[config.mk]
export PLATFORM = sky130hd
export DESIGN_NAME = piso_serializer_tx
export DESIGN_NICKNAME = d
export VERILOG_FILES = /design/src/rtl/ser_defs.sv /design/src/rtl/piso_serializer_tx_bit_counter.sv /design/src/rtl/piso_serializer_tx.sv
export SDC_FILE = /design/constraint.sdc
export NUM_CORES = 1
export LEC_CHECK = 0
export ABC_AREA = 1
export BUFFER_PORTS_ARGS = -buffer_cell sky130_fd_sc_hd__buf_4
export CAP_MARGIN = 0
export CORE_AREA = 2 2 43 45
export CTS_BUF_LIST = sky130_fd_sc_hd__clkbuf_8 sky130_fd_sc_hd__clkbuf_16
export DETAILED_ROUTE_END_ITERATION = 16
export DIE_AREA = 0 0 45 47
export PLACE_DENSITY = 0.67
export SLEW_MARGIN = 40
export SYNTH_ARGS = -nofsm -noshare
export SYNTH_HDL_FRONTEND = slang
export SYNTH_SLANG_ARGS = --single-unit
[constraint.sdc]
create_clock -name clk -period 1.15 [get_ports clk]
set_input_delay 0.2875 -clock clk [delete_from_list [all_inputs] [get_ports clk]]
set_output_delay 0.2875 -clock clk [all_outputs]
set_load 0.01 [all_outputs]
[src/rtl/ser_defs.sv]
// rtl/ser_defs.sv - shared serializer state encodings and sizing helper
package ser_defs;

    typedef enum logic {
        ST_IDLE  = 1'b0,
        ST_SHIFT = 1'b1
    } ser_state_t;

    // Bits needed to hold a bit index 0..width-1 (at least one bit).
    function automatic int cnt_width(input int width);
        return (width <= 2) ? 1 : $clog2(width);
    endfunction

endpackage

[src/rtl/piso_serializer_tx_bit_counter.sv]
// rtl/piso_serializer_tx_bit_counter.sv - bit index counter with clear, enable and terminal count
module bit_counter #(
    parameter int CNT_W    = 3,
    parameter int TERMINAL = 7
) (
    input  logic clk,
    input  logic rst_n,
    input  logic clr_i,
    input  logic en_i,
    output logic tc_o
);

    localparam logic [CNT_W-1:0] TC_VAL = CNT_W'(TERMINAL);

    logic [CNT_W-1:0] count_q;
    logic [CNT_W-1:0] count_d;

    // Clear wins over enable so a new word always starts at index 0.
    always_comb begin
        count_d = count_q;
        if (clr_i) begin
            count_d = '0;
        end else if (en_i) begin
            count_d = count_q + 1'b1;
        end
    end

    // Register the index; reset returns it to 0.
    always_ff @(posedge clk) begin
        if (!rst_n) begin
            count_q <= '0;
        end else begin
            count_q <= count_d;
        end
    end

    assign tc_o = (count_q == TC_VAL);

endmodule

[src/rtl/piso_serializer_tx.sv]
// rtl/piso_serializer_tx.sv - parallel-in serial-out transmitter with valid/ready handshakes
module piso_serializer_tx
    import ser_defs::*;
#(
    parameter int WIDTH     = 8,
    parameter bit MSB_FIRST = 1'b1
) (
    input  logic             clk,
    input  logic             rst_n,
    input  logic             load_valid,
    output logic             load_ready,
    input  logic [WIDTH-1:0] load_data,
    output logic             ser_valid,
    input  logic             ser_ready,
    output logic             ser_data,
    output logic             ser_last
);

    localparam int CNT_W = cnt_width(WIDTH);

    ser_state_t       state_q;
    logic [WIDTH-1:0] shreg_q;
    logic [WIDTH-1:0] shreg_d;
    logic             out_bit;
    logic             cnt_tc;
    logic             accept;
    logic             xfer;
    logic             last_xfer;

    assign accept    = load_valid && (state_q == ST_IDLE);
    assign xfer      = (state_q == ST_SHIFT) && ser_ready;
    assign last_xfer = xfer && cnt_tc;

    // Shift one position toward whichever end drives ser_data.
    always_comb begin
        shreg_d = shreg_q;
        out_bit = 1'b0;
        if (MSB_FIRST) begin
            shreg_d = {shreg_q[WIDTH-2:0], 1'b0};
            out_bit = shreg_q[WIDTH-1];
        end else begin
            shreg_d = {1'b0, shreg_q[WIDTH-1:1]};
            out_bit = shreg_q[0];
        end
    end

    // The last transfer clears the index instead of stepping it, so it never wraps.
    bit_counter #(
        .CNT_W    (CNT_W),
        .TERMINAL (WIDTH - 1)
    ) u_bit_counter (
        .clk   (clk),
        .rst_n (rst_n),
        .clr_i (accept || last_xfer),
        .en_i  (xfer && !cnt_tc),
        .tc_o  (cnt_tc)
    );

    // Two-state FSM owning the shift register; reset overrides accept and transfer.
    always_ff @(posedge clk) begin
        if (!rst_n) begin
            state_q <= ST_IDLE;
            shreg_q <= '0;
        end else begin
            case (state_q)
                ST_IDLE: begin
                    if (load_valid) begin
                        shreg_q <= load_data;
                        state_q <= ST_SHIFT;
                    end
                end
                ST_SHIFT: begin
                    if (ser_ready) begin
                        shreg_q <= shreg_d;
                        if (cnt_tc) begin
                            state_q <= ST_IDLE;
                        end
                    end
                end
                default: state_q <= ST_IDLE;
            endcase
        end
    end

    // Outputs decode registered state only; nothing flows from inputs.
    assign load_ready = (state_q == ST_IDLE);
    assign ser_valid  = (state_q == ST_SHIFT);
    assign ser_data   = ser_valid && out_bit;
    assign ser_last   = ser_valid && cnt_tc;

endmodule

==> impl_metrics.toml <==
[run_status]
violations = "setup timing"
status = "complete, but fails checks"

[logic_synthesis]
post-synth-top-count-cell = "nand2_1"
yosysTopAreaCellShare = 0.350
synth_cells = 103
seq_area_frac_synth = 0.350
ys_async_sr_fraction = 0
yosys_warnings = 0
synth_cell_type_count = 18
synth_edf_count = 0
ys_top_cells_by_count = "35 x nand2_1, 14 x nor2_1, 12 x dfxtp_1"
avgSynthCellArea_um2 = 6.67
synth.area.top_cells = "dfxtp_1 35%, nand2_1 19%, nand3_1 8.0%"
synth-main-ff-cell = "dfxtp_1"
synth-seq-cells = 12
yosysTopAreaCell = "dfxtp_1"
syn_area_um2 = 687
syn_nets = 117

[critical_path]
cp.depth = 5
reg2reg_depth = 6
cp_cell_sequence = "ha_4 -> ha_4 -> nand2_2 -> inv_2 -> buf_6"
cpMostUsedCell = "ha_4"
max_stage_delay_ns = 0.33
cp.arrival_ns = 1.08
critPathLaunchType = "flop"
crit_fanout = 2
critPathTopFamily = "flip-flops"
path_class = "flop to output port"
required_ns = 0.86
crit_buf_inv = 2
worstSetupEndpointType = "output port"
slowest_stage = "dfxtp_2"

[placement]
gp_congestion = 0.767
dp_slack_ns = -0.0521
dpl.hpwl_um = 989
placement.io_buffers = 15

[clocking]
clock_path_buffers = 2
clock_latency_ns = 0.24
clk_pin_slew_ns = 0.06
cts_sinks = 12
cts_buffers = 3
hold_buffers = 0
tritoncts = "built"
cts-root-buf = "clkbuf_8"
ctsHtreeMaxLevel = 1

[finish]
multi_input_area_um2 = 450
areaGrowthSynthToFinish_pct = 55.4
num_antenna_cells = 0
seq_area_um2 = 244
num-nets-final = 143
postLayoutCoreUtil = 0.646
fillCellCount = 144
drive_above_1_share = 0.422

[detailed_routing]
post_drt_wl_per_cell_um = 11.7
num_vias = 728
drtIter0Drc = 18
drtPass1Iterations = 4
ant_nets = 0
vias_per_cell = 5.02
wl_mm = 1.70
drc = 0

[timing]
hold_ws_ns = 0.297
setup_viol = 5
min_period_ns = 1.37
report.final.hold_viol_count = 0
relSlewSlack = 0.860
finalMaxSlewViolations = 0
rsz0062_at_grt = "true"
skew_ns = 0.000439
period_share = 1.19
fmax_ghz = 0.730
worst_slack_ns = -0.219
max_slew.worst_pin.slew_ns = 0.210

[grt]
grt_max_degree = 11
grtUsageTotal = 0.159
grt_pass1_wl_mm = 2.39
grt_pass1_vias = 586
grt-ovfl-total = 0
antenna_found_initial = 0

[die]
start_util = 0.416
core_area_um2 = 1650
fp.dieH_um = 47
die_x_um = 45
pin_count = 16
die_area_um2 = 2120
rows = 15

[power]
p_per_area_nw_per_um2 = 1140
ir_drop_v = 0.000910
leakagePower_uw = 0.000504

[hold_path]
min_path_type = "input pin to flop"
hold_depth = 3

[job]
drv_cap = 0
==> metrics by stage <==
| stage | total power, uW | instances | setup TNS (ns) | cell area, um2 |
|---|---|---|---|---|
| 2_1_floorplan | 611 | 103 | 0 | 687 |
| 3_3_place_gp | 683 | 135 | -0.0481 | 830 |
| 3_5_place_dp | 687 | 135 | -0.0967 | 830 |
| 4_1_cts | 1180 | 143 | -0.226 | 978 |
| 5_1_grt | 1270 | 145 | -0.623 | 1070 |
| 6_report | 1220 | 145 | -0.301 | 1070 |
==> layout make-up <==
cell class / count / share of cell area
multi-input cells: 74 / 0.422
flip-flops and latches: 12 / 0.229
repair buffers: 24 / 0.217
inverters: 14 / 0.0610
clock buffers: 4 / 0.0516
well taps: 17 / 0.0199
==> tightest hold or removal path: stages <==
cell	delay [ns]
buf_4	0.10
nand2_1	0.05
a21boi_1	0.05
==> sequential cells by signal (all words and copies together) (netlist names) <==
name and count:
shreg_q 8, ser_valid 1, u_bit_counter.count_q 3
==> placed cells by master, fill, tap and decap left out <==
cell type	instances
buf_8	1
a21oi_1	1
nand4_1	2
clkbuf_8	4
inv_2	3
nor2_1	14
nand3_2	1
inv_8	1
buf_6	5
nand2_1	30
buf_12	2
dfxtp_2	3
a21boi_1	1
inv_1	8
nand2_2	5
nand3_1	9
nand2_8	2
dfxtp_1	9
a21oi_2	3
inv_4	2
ha_4	2
buf_4	16
nor2_4	2
nand3_4	2
==> kinds of logic after synthesis <==
kind of cell	Yosys count	synth area share
compound gates	5	0.0401
simple gates	67	0.452
fa+ha+maj	2	0.0364
buf+inv	17	0.122
flops	12	0.350
==> worst paths after layout <==
kind	from	end	slack (ns)
setup / recovery	u_bit_counter.count_q[0]$_SDFFE_PP0P_	ser_last	-0.22
hold / removal	load_data[0]	shreg_q[0]$_SDFFE_PN0P_	0.30
setup reg to reg	u_bit_counter.count_q[0]$_SDFFE_PP0P_	u_bit_counter.count_q[2]$_SDFFE_PP0P_	-0.03
hold reg to reg	u_bit_counter.count_q[1]$_SDFFE_PP0P_	u_bit_counter.count_q[1]$_SDFFE_PP0P_	0.49
==> per-layer routing <==
layer	track usage	part of all wire	vias to the layer above
met1	0.206	0.42	335
met5	0	0	-
met3	0.0346	0.045	4
li1	-	-	366
met4	0.0882	0.017	0
met2	0.249	0.52	23
==> repair_timing <==
item | in CTS | in global routing
pin swaps | 4 | 6
resized for setup | 19 | 15
endpoints found under the setup margin | 7 | 14
cloned | 0 | 0
buffers inserted | 4 | 2
==> power by group <==
part / switching [uW] / internal [uW]
Clock: 170 / 303
Combinational: 143 / 135
Sequential: 17.7 / 447
Total: 330 / 886
Note: power is estimated with default switching activity, not from simulation.
